### src/rtl/hilo_div_seq.sv
// hilo_div_seq: multi-cycle radix-2 restoring divider for MIPS DIV/DIVU.
//
// A request is taken in IDLE. The divider then does one quotient bit per
// cycle in ON, applies the sign fix-up in FIX, and pulses done in DONE so
// that HI/LO can be written.
//
// Ports:
//   clk        in   pipeline clock, rising edge
//   rst        in   asynchronous active-high reset
//   start      in   divide request, sampled only in IDLE
//   signed_div in   1 = DIV (two's complement), 0 = DIVU; sampled with start
//   opa        in   dividend (rs); sampled with start
//   opb        in   divisor (rt); sampled with start
//   annul      in   flush of the owning instruction; aborts ON/FIX
//   stall      out  holds the pipeline while the divide is outstanding
//   done       out  one-cycle pulse; quotient/remainder valid (HI/LO write)
//   quotient   out  result for LO, registered
//   remainder  out  result for HI, registered
module hilo_div_seq #(
  parameter int WIDTH = 32
) (
  input  logic             clk,
  input  logic             rst,
  input  logic             start,
  input  logic             signed_div,
  input  logic [WIDTH-1:0] opa,
  input  logic [WIDTH-1:0] opb,
  input  logic             annul,
  output logic             stall,
  output logic             done,
  output logic [WIDTH-1:0] quotient,
  output logic [WIDTH-1:0] remainder
);

  localparam int CW = $clog2(WIDTH) + 1;
  localparam logic [CW-1:0] CNT_LAST = CW'(WIDTH - 1);
  localparam logic [CW-1:0] CNT_ONE  = {{(CW-1){1'b0}}, 1'b1};
  localparam logic [WIDTH-1:0] ZERO_W = {WIDTH{1'b0}};
  localparam logic [WIDTH-1:0] ONES_W = {WIDTH{1'b1}};

  typedef enum logic [1:0] {
    IDLE = 2'd0,
    ON   = 2'd1,
    FIX  = 2'd2,
    DONE = 2'd3
  } state_e;

  // Two's complement negate when n is set.
  function automatic logic [WIDTH-1:0] neg_if(input logic n, input logic [WIDTH-1:0] v);
    return n ? (~v + {{(WIDTH-1){1'b0}}, 1'b1}) : v;
  endfunction

  state_e           state_q, state_d;
  logic [CW-1:0]    cnt_q, cnt_d;
  logic [WIDTH-1:0] dvd_q, dvd_d;     // dividend magnitude, becomes quotient bits
  logic [WIDTH-1:0] dvs_q, dvs_d;     // divisor magnitude
  logic [WIDTH-1:0] prem_q, prem_d;   // partial remainder
  logic             negq_q, negq_d;   // quotient must be negated
  logic             negr_q, negr_d;   // remainder must be negated
  logic [WIDTH-1:0] quot_q, quot_d;
  logic [WIDTH-1:0] rem_q, rem_d;

  // One restoring step: shift {prem, dvd} left by one, trial-subtract divisor.
  // The extra top bit of the trial result is the borrow.
  logic [WIDTH:0]   shifted_s;
  logic [WIDTH+1:0] trial_s;
  logic             borrow_s;

  assign shifted_s = {prem_q, dvd_q[WIDTH-1]};
  assign trial_s   = {1'b0, shifted_s} - {2'b00, dvs_q};
  assign borrow_s  = trial_s[WIDTH+1];

  // Next-state and datapath update for the divide sequence.
  always_comb begin
    state_d = state_q;
    cnt_d   = cnt_q;
    dvd_d   = dvd_q;
    dvs_d   = dvs_q;
    prem_d  = prem_q;
    negq_d  = negq_q;
    negr_d  = negr_q;
    quot_d  = quot_q;
    rem_d   = rem_q;
    case (state_q)
      IDLE: begin
        if (start && !annul) begin
          if (opb == ZERO_W) begin
            // Divide by zero skips the iteration entirely.
            quot_d  = ONES_W;
            rem_d   = opa;
            state_d = DONE;
          end else begin
            dvd_d   = neg_if(signed_div & opa[WIDTH-1], opa);
            dvs_d   = neg_if(signed_div & opb[WIDTH-1], opb);
            negq_d  = signed_div & (opa[WIDTH-1] ^ opb[WIDTH-1]);
            negr_d  = signed_div & opa[WIDTH-1];
            prem_d  = ZERO_W;
            cnt_d   = {CW{1'b0}};
            state_d = ON;
          end
        end else begin
          state_d = IDLE;
        end
      end
      ON: begin
        if (annul) begin
          state_d = IDLE;
        end else begin
          if (borrow_s) begin
            prem_d = shifted_s[WIDTH-1:0];
            dvd_d  = {dvd_q[WIDTH-2:0], 1'b0};
          end else begin
            // Remainder after a successful subtract is below the divisor,
            // so it always fits in WIDTH bits.
            prem_d = trial_s[WIDTH-1:0];
            dvd_d  = {dvd_q[WIDTH-2:0], 1'b1};
          end
          cnt_d = cnt_q + CNT_ONE;
          if (cnt_q == CNT_LAST) begin
            state_d = FIX;
          end else begin
            state_d = ON;
          end
        end
      end
      FIX: begin
        if (annul) begin
          state_d = IDLE;
        end else begin
          quot_d  = neg_if(negq_q, dvd_q);
          rem_d   = neg_if(negr_q, prem_q);
          state_d = DONE;
        end
      end
      DONE: begin
        // Result is committed; annul no longer matters here.
        state_d = IDLE;
      end
      default: begin
        state_d = IDLE;
      end
    endcase
  end

  // State, operand and result registers.
  always_ff @(posedge clk or posedge rst) begin
    if (rst) begin
      state_q <= IDLE;
      cnt_q   <= {CW{1'b0}};
      dvd_q   <= ZERO_W;
      dvs_q   <= ZERO_W;
      prem_q  <= ZERO_W;
      negq_q  <= 1'b0;
      negr_q  <= 1'b0;
      quot_q  <= ZERO_W;
      rem_q   <= ZERO_W;
    end else begin
      state_q <= state_d;
      cnt_q   <= cnt_d;
      dvd_q   <= dvd_d;
      dvs_q   <= dvs_d;
      prem_q  <= prem_d;
      negq_q  <= negq_d;
      negr_q  <= negr_d;
      quot_q  <= quot_d;
      rem_q   <= rem_d;
    end
  end

  // The IDLE term lets the pipeline stall in the same cycle the request is
  // accepted; rst gates it so every output reads 0 while reset is held.
  assign stall = ~rst & (((state_q == IDLE) & start & ~annul) |
                         (state_q == ON) | (state_q == FIX));
  assign done      = (state_q == DONE);
  assign quotient  = quot_q;
  assign remainder = rem_q;

endmodule

### config.mk
export PLATFORM = sky130hd
export DESIGN_NAME = hilo_div_seq
export DESIGN_NICKNAME = d
export VERILOG_FILES = /design/src/rtl/hilo_div_seq.sv
export SDC_FILE = /design/constraint.sdc
export NUM_CORES = 1
export LEC_CHECK = 0
export BUFFER_PORTS_ARGS = -buffer_cell sky130_fd_sc_hd__buf_2
export CAP_MARGIN = 10
export CORE_UTILIZATION = 45
export CTS_CLUSTER_DIAMETER = 30
export DETAILED_ROUTE_END_ITERATION = 6
export PLACE_DENSITY = 0.61
export SLEW_MARGIN = 20
export SYNTH_ARGS = -nofsm -noshare
export SYNTH_HDL_FRONTEND = slang
export SYNTH_SLANG_ARGS = --single-unit
### constraint.sdc
create_clock -name clk -period 5.31 [get_ports clk]
set_input_delay 0 -clock clk [delete_from_list [all_inputs] [get_ports clk]]
set_output_delay 0 -clock clk [all_outputs]
set_load 0.01 [all_outputs]
Word-level counts from Yosys, hierarchy flattened:

Cells that the tools add are included.

* flip-flop bits (word level): 170
* bits of input ports: 69
* output and inout bits: 66
* word-level logic and storage cells: 81

* add/subtract/negate cells: 6
* equality and inequality tests: 9
* multiplexer cells: 32
* bitwise logic cells: 16
* reduce and logical (&&, ||, !) cells: 9

Operator list (count)
* 32-bit 2-to-1 mux: 17
* 32-bit case mux with 2 select lines: 4
* 32-bit by 1-bit adder with 32-bit output (second input constant): 4
* 32-bit NOT: 4
* 33-bit by 32-bit subtractor with 34-bit output: 1
* 32-bit logical NOT: 1
* 6-bit 2-to-1 mux: 3
* 6-bit case mux with 2 select lines: 1
* 2-bit 2-to-1 mux: 5
* 2-bit inequality test (second input constant): 5
* 2-bit case mux with 4 select lines: 1
* 4-bit AND reduction: 2
* 6-bit by 1-bit adder with 6-bit output (second input constant): 1
* 1-bit bitwise AND: 6
* 6-bit by 5-bit equality test with 1-bit output (second input constant): 1
* 2-bit equality test (second input constant): 2
* 2-bit nonzero test: 2
* 1-bit NOT: 3
* 3-bit AND reduction: 1
* 2-bit by 1-bit equality test with 1-bit output (second input constant): 1
* 2-bit logical NOT: 1
* 1-bit bitwise OR: 2
* 1-bit logical AND: 1
* 1-bit logical NOT: 1
* 2 further kinds: 2

Longest topological paths before layout:

Gate-level depths: netlist of run 1.

* depth after elaboration: 6
* mapped depth: 14
* gate-level depth less buffers: 12

Worst setup path before layout of run 1:

OpenSTA, ideal clock, no wires.

* path kind: flip-flop to flip-flop
* from: register prem_q[13]
* to: register prem_q[2]
* setup time: 150 ps
* arrival: 2981 ps
* data required time: 5160 ps
* path slack: 2179 ps
* cell stages (with the launch flop): 14
* path buffers: 3
* clock period less this slack: 3131 ps
* cell sequence: dfrtp_1 ha_1 clkbuf_1 and3_1 nand3_1 a2111oi_0 nor2_1 a211oi_1 nor2_1 a22o_1 buf_1 clkbuf_1 nand3_1 o311ai_0

* cells in the longest elaborated chain, start to end: 4

RTL lines
* from (decl): line 57 `logic [WIDTH-1:0] prem_q, prem_d;`
* from (signal assigned): line 162 `prem_q <= prem_d;`
* 33-bit by 32-bit subtractor with 34-bit output: line 70 `assign trial_s = {1'b0, shifted_s} - {2'b00, dvs_q};`
* 32-bit 2-to-1 mux: line 109 `if (borrow_s) begin`
* 32-bit 2-to-1 mux: line 106 `if (annul) begin`
* 32-bit case mux with 2 select lines: line 84 `case (state_q)`

Every way passes these cells. The select of a mux whose other input is x is not followed.
A chain may end at the register's enable or synchronous reset.

Worst setup path in the final report of run 1:

* from: register prem_q[9]
* to: register prem_q[13]

The elaborated chain is that of the path after synthesis.

==> flow_metrics.tcl, run 1 <==
set metrics [dict create \
    die_w_um 159.8 \
    drt_iter0_drc 796 \
    multi_input_area_sq_um 6526 \
    fin_util_pct 55.29 \
    crit_type "reg2reg" \
    fin_cells 1816 \
    synthArstFlopShare_pct 100.0 \
    yosys_warnings 0 \
    ir_worst_vdd_mv 0.2226 \
    grt_max_degree 99 \
    cts_setup_buffers 0 \
    cp-start-kind "register" \
    crit_end "prem_q[13]$_DFFE_PP0P_" \
    ctsHoldBuffers 67 \
    grt_pass1_wl_um 51490 \
    coreArea_sq_um 24390 \
    tns_ps 0 \
    num_vias 10282 \
    r2r-start "prem_q[9]$_DFFE_PP0P_" \
    fmaxAchievable_mhz 248.0 \
    antenna_found_initial 0 \
    grt_pass1_vias 9623 \
    clock_latency_ps 430 \
    crit_path_end_kind "register" \
    gr-total-overflow 0 \
    synth.net_count 1427 \
    synthCells 1320 \
    grt_usage_pct 25.04 \
    yosys-top-cells-area "dfrtp_1 (38%), o21ai_0 (8.3%), xor2_1 (7.3%)" \
    clockBufferDepth 2 \
    cts_resized 0 \
    drc_errors 0 \
    detail_route.wl_per_cell_um 17.39 \
    ff2ff_path_depth 11 \
    seq_area_sq_um 4254 \
    reg2reg_slack_ps 1280 \
    outcome "completed" \
    syn_area_sq_um 11200 \
    antenna_cells 0 \
    cts_made_buffers 17 \
    area_delta_synth_final_pct 20.36 \
    p_leak_nw 5.969 \
    r2r-end "prem_q[13]$_DFFE_PP0P_" \
    gp_congestion 0.9164 \
    timing.slew.headroom_pct 26.54 \
    cp.required_ps 5670 \
    drv_cap 0 \
    vias_per_cell 5.662 \
    pin_count 135 \
    dieHeight_um 159.8 \
    cts_sinks 170 \
    cts_root_buf "clkbuf_16" \
    worstPathMaxFanout 49 \
    synth-seq-cells 170 \
    ys_seq_area_share_pct 37.97 \
    dpl.hpwl_um 22340 \
    port_buffers 134 \
    crit_start "prem_q[9]$_DFFE_PP0P_" \
    fin_worst_skew_ps 9.699 \
    drive_gt1_share_pct 13.54 \
    htree_num_levels 4 \
    ys.flop_type "dfrtp_1" \
    cts.reportedPaths.clkPinSlew_ps 70 \
    setup_viol 0 \
    first_pass_iters 5 \
    final_hold_viol_count 0 \
    rows 57 \
    yosysUniqueCellTypes 61 \
    finalCriticalPeriod_ps 4033 \
    fin_crit_sh_pct 75.94 \
    cp.arrival_ps 4390 \
    rsz0062_at_grt "no" \
    synth_top_area_cell "dfrtp_1" \
    postRouteAntennaNets 0 \
    dp.cells 1715 \
    totalWireLength_um 31570 \
    syn_avg_cell_area_sq_um 8.488 \
    synth.most_common_cell "o21ai_0" \
    synthTopCellsByCount "o21ai_0 (185), dfrtp_1 (170), nand2_1 (141), a21oi_1 (94), xor2_1 (93)" \
    power_mw 4.032 \
    layout.nets 1586 \
    synth-edff-count 0 \
    slew_viol_final 0 \
    hold_class "in2reg" \
    synth_top_area_share_pct 37.97 \
    start_util_pct 45.94 \
    p_per_area_nw_per_um2 299.0 \
    cts_tree "done" \
    fill_cells 2290 \
    die_area_sq_um 25530 \
    tightest_slew_ps 1099 \
]
## area by class of cell
class,instances,area share [%]
Clock buffer,19,3.359
Clock inverter,13,1.327
Inverter,51,1.457
Multi-Input combinational cell,1024,48.40
Sequential cell,170,31.55
Tap cell,324,3.006
Timing Repair Buffer,215,10.91
## critical path: stages (launching register included)
cell and delay (ps):
dfrtp_1 470, ha_1 430, and3_1 250, nand3_1 80, a2111oi_0 790, nor2_1 120
a211oi_1 430, nor2_1 130, a22o_2 340, buf_4 300, or4_1 520, nand3_1 80
## layout by cell type, fill, tap and decap left out, types with 14 or more instances in the layout
cell type	instances
nor3_1	25
xor2_1	93
ha_1	37
or4_1	16
o311ai_0	21
buf_2	134
nor2_1	74
nand2b_1	21
o41ai_1	14
o31ai_1	26
inv_1	50
nand3_1	41
dlygate4sd3_1	67
nand2_1	141
o21ai_0	185
dfrtp_1	170
xnor2_1	52
a21oi_1	94
a22oi_1	28
clkbuf_16	17
## flip-flops by register name, indices dropped and copies added, names as in the netlist, 2 cells and up
| name | flops |
|---|---|
| dvd_q | 32 |
| prem_q | 32 |
| remainder | 32 |
| cnt_q | 6 |
| state_q | 2 |
| dvs_q | 32 |
| quotient | 32 |
## metrics by stage
| step | hold WS (ps) | setup slack (ps) | instance area, sq um |
|---|---|---|---|
| 2_1_floorplan | 54.40 | 706.6 | 11200 |
| 3_5_place_dp | 279.7 | 1329 | 12140 |
| 6_report | 92.43 | 1277 | 13490 |
| 3_3_place_gp | 276.6 | 1365 | 12140 |
| 4_1_cts | 64.35 | 1317 | 13450 |
| 5_1_grt | 107.7 | 1004 | 13490 |
## where the power goes
group	switching [mW]	leakage [nW]	internal, mW
Clock	0.568	0.307	0.780
Sequential	0.161	2.16	1.46
Combinational	0.611	3.50	0.449
## per-layer routing
metal	share of wire, %	global-route usage, %	wire length, um
met5	0	0	0
met4	1.3	6.710	395
met3	4.5	3.532	1426
met2	48	41.43	15020
met1	47	34.33	14730
## logic make-up after synthesis
kind of cell               count (synthesis)  synth area share [%]
xor gates and xnor gates                 145                 11.33
adders and majority gates                 38                 4.310
muxes                                      9                0.8041
buffers and inverters                    126                 4.255
and+or+nand+nor                          381                 16.13
AOI/OAI and AO/OA                        451                 25.20
DFF                                      170                 37.97
## worst min path at each step
stage	from	to	slack, ps	cells after the start
floorplan	rst	stall	50	1
CTS	start	state_q[0]$_DFF_PP0_	60	5
detailed placement	rst	remainder[28]$_DFFE_PP0P_	280	2
global route	start	state_q[0]$_DFF_PP0_	110	5
global placement	rst	remainder[28]$_DFFE_PP0P_	280	2
finish	start	state_q[0]$_DFF_PP0_	90	5
Power figures use the tool's default switching activity.
==> inputs of run 2 (changes only) <==
--- a/config.mk
+++ b/config.mk
@@ -10,7 +10,7 @@
 export CORE_UTILIZATION = 45
 export CTS_CLUSTER_DIAMETER = 30
 export DETAILED_ROUTE_END_ITERATION = 6
-export PLACE_DENSITY = 0.61
+export PLACE_DENSITY = 0.64
 export SLEW_MARGIN = 20
 export SYNTH_ARGS = -nofsm -noshare
 export SYNTH_HDL_FRONTEND = slang
==> constraint.sdc (replaced) <==
create_clock -name clk -period 3.5 [get_ports clk]
set_input_delay 0 -clock clk [delete_from_list [all_inputs] [get_ports clk]]
set_output_delay 0 -clock clk [all_outputs]
set_load 0.01 [all_outputs]
==> run 2 against run 1 <==
Net effect:
- count of clock-buffer cells in the layout fell by 1
- cell area rose by 0.85%
- highest routed layer unchanged
- global-route usage fell by 0.44 points
- sequential cell count did not move
- worst hold slack got worse by 54 ps
- non-clock buffer count rose by 18
- largest power group unchanged
==> flow_metrics.tcl, run 2 (synthesis gave the netlist of run 1 again) <==
set metrics [dict create \
    drc_errors 0 \
    postRouteAntennaNets 0 \
    die_area_sq_um 25530 \
    finalCriticalPeriod_ps 3232 \
    cts_setup_buffers 0 \
    met2_usage_pct 40.83 \
    final_hold_viol_count 0 \
    gr-usage-met1_pct 33.22 \
    fin_crit_sh_pct 92.34 \
    drv_cap 0 \
    fill_cells 2314 \
    die_w_um 159.8 \
    drt_iter0_drc 761 \
    timing.slew.headroom_pct 27.51 \
    layout.nets 1604 \
    final_cell_mix "o21ai_0 (185), dfrtp_1 (170), nand2_1 (141), buf_2 (134), a21oi_1 (94)" \
    start_util_pct 45.94 \
    dieHeight_um 159.8 \
    cts_made_buffers 17 \
    coreArea_sq_um 24390 \
    grt_pass1_vias 9819 \
    first_pass_iters 5 \
    grt_max_degree 171 \
    worstPathMaxFanout 31 \
    pin_count 135 \
    met3_usage_pct 3.039 \
    crit_type "reg2reg" \
    rsz0062_at_grt "no" \
    fin_worst_skew_ps 10.48 \
    vias_per_cell 5.673 \
    cts.reportedPaths.clkPinSlew_ps 70 \
    final_common_cell "o21ai_0" \
    tns_ps 0 \
    num_vias 10398 \
    ir_worst_vdd_mv 0.2642 \
    dpl.hpwl_um 22220 \
    outcome "completed" \
    cts_sinks 170 \
    port_buffers 134 \
    p_leak_nw 6.033 \
    antenna_cells 0 \
    clock_latency_ps 430 \
    gp_congestion 0.9058 \
    cp_slowest_cell "dfrtp_1" \
    detail_route.wl_per_cell_um 16.88 \
    crit_chain "ha_2 -> and3_1 -> nand3_1 -> a2111oi_1 -> buf_4 -> nor2_1 -> a211oi_1 -> nor2_1 -> a22o_2 -> buf_12 -> o311ai_0" \
    antenna_found_initial 0 \
    cts_root_buf "clkbuf_16" \
    drive_gt1_share_pct 14.65 \
    crit_path_frequent_cell "nor2_1" \
    cp.required_ps 3810 \
    placed_area_sq_um 12330 \
    slew_viol_final 0 \
    htree_num_levels 4 \
    final_area_sq_um 13600 \
    rows 57 \
    gr-total-overflow 0 \
    hold_class "in2reg" \
    p_per_area_nw_per_um2 436.8 \
    cp-start-kind "register" \
    top_usage_layer "met2" \
    grt_pass1_wl_um 50600 \
    tightest_slew_ps 1087 \
    fmaxAchievable_mhz 309.4 \
    cts_tree "done" \
    max_stage_delay_ps 460 \
    area_delta_synth_final_pct 21.38 \
    clockBufferDepth 2 \
    cp.arrival_ps 3540 \
    totalWireLength_um 30930 \
    crit_path_end_kind "register" \
    grt_usage_pct 24.60 \
    setup_viol 0 \
]
-- run 2: changes by cell type in the layout (fill, tap and decap cells not counted), sizes merged --
cell	previous run	this run
clkinv	3	4
clkinvlp	1	3
buf	148	166
inv	57	56
bufinv	3	1
clkbuf	19	18
-- run 2: layout make-up --
| class | count | area (sq um) | area share (%) |
|---|---|---|---|
| Clock buffer | 18 | 429.2 | 3.155 |
| Clock inverter | 13 | 137.6 | 1.012 |
| Inverter | 51 | 195.2 | 1.435 |
| Multi-Input combinational cell | 1024 | 6535 | 48.05 |
| Sequential cell | 170 | 4254 | 31.28 |
| Tap cell | 324 | 405.4 | 2.981 |
| Timing Repair Buffer | 233 | 1644 | 12.09 |
-- run 2: worst max-delay path: cells and delay by family, from the launching register on --
family | cells | cell delay (ps)
compound gates | 4 | 1320
fa+ha+maj | 1 | 420
buf+inv | 2 | 380
flops | 1 | 460
simple gates | 4 | 520
-- run 2: power breakdown --
group	switching [mW]	internal (mW)
Clock	0.862	0.999
Sequential	0.251	2.22
Combinational	0.908	0.702
-- run 2: stage by stage --
stage	power, mW	util [%]	worst slack (ps)	std cells	hold WS, ps
after floorplan	3.544	-	369.2	1320	54.40
after global placement	4.017	50.57	324.8	1734	290.7
after detailed placement	4.044	50.57	168.4	1734	293.9
after CTS	5.964	55.64	142.2	1832	33.07
after global routing	6.276	55.76	1.724	1833	166.0
final	5.941	55.76	268.0	1833	38.01
-- run 2: path summary, 6_finish.rpt --
check / start / end / slack [ps] / cells past startpoint
max: prem_q[10]$_DFFE_PP0P_ / prem_q[6]$_DFFE_PP0P_ / 270 / 11
min: start / state_q[0]$_DFF_PP0_ / 40 / 5
max reg2reg: prem_q[10]$_DFFE_PP0P_ / prem_q[6]$_DFFE_PP0P_ / 270 / 11
min reg2reg: remainder[11]$_DFFE_PP0P_ / remainder[11]$_DFFE_PP0P_ / 480 / 2
max in group asynchronous: rst / dvd_q[17]$_DFFE_PP0P_ / 2410 / 4
min in group asynchronous: rst / remainder[25]$_DFFE_PP0P_ / 430 / 4
-- run 2: routing by layer --
metal	share of wire, %	wire, um
met3	4.1	1271
met1	46	14380
met2	47	14540
met5	0	0
met4	2.4	732
-- run 2: what timing repair did --
item | 4_1_cts | 5_1_grt
resized for setup | 0 | 9
hold buffers | 67 | 0
endpoints found under the hold margin | 259 | 0
endpoints found under the setup margin | 0 | 21
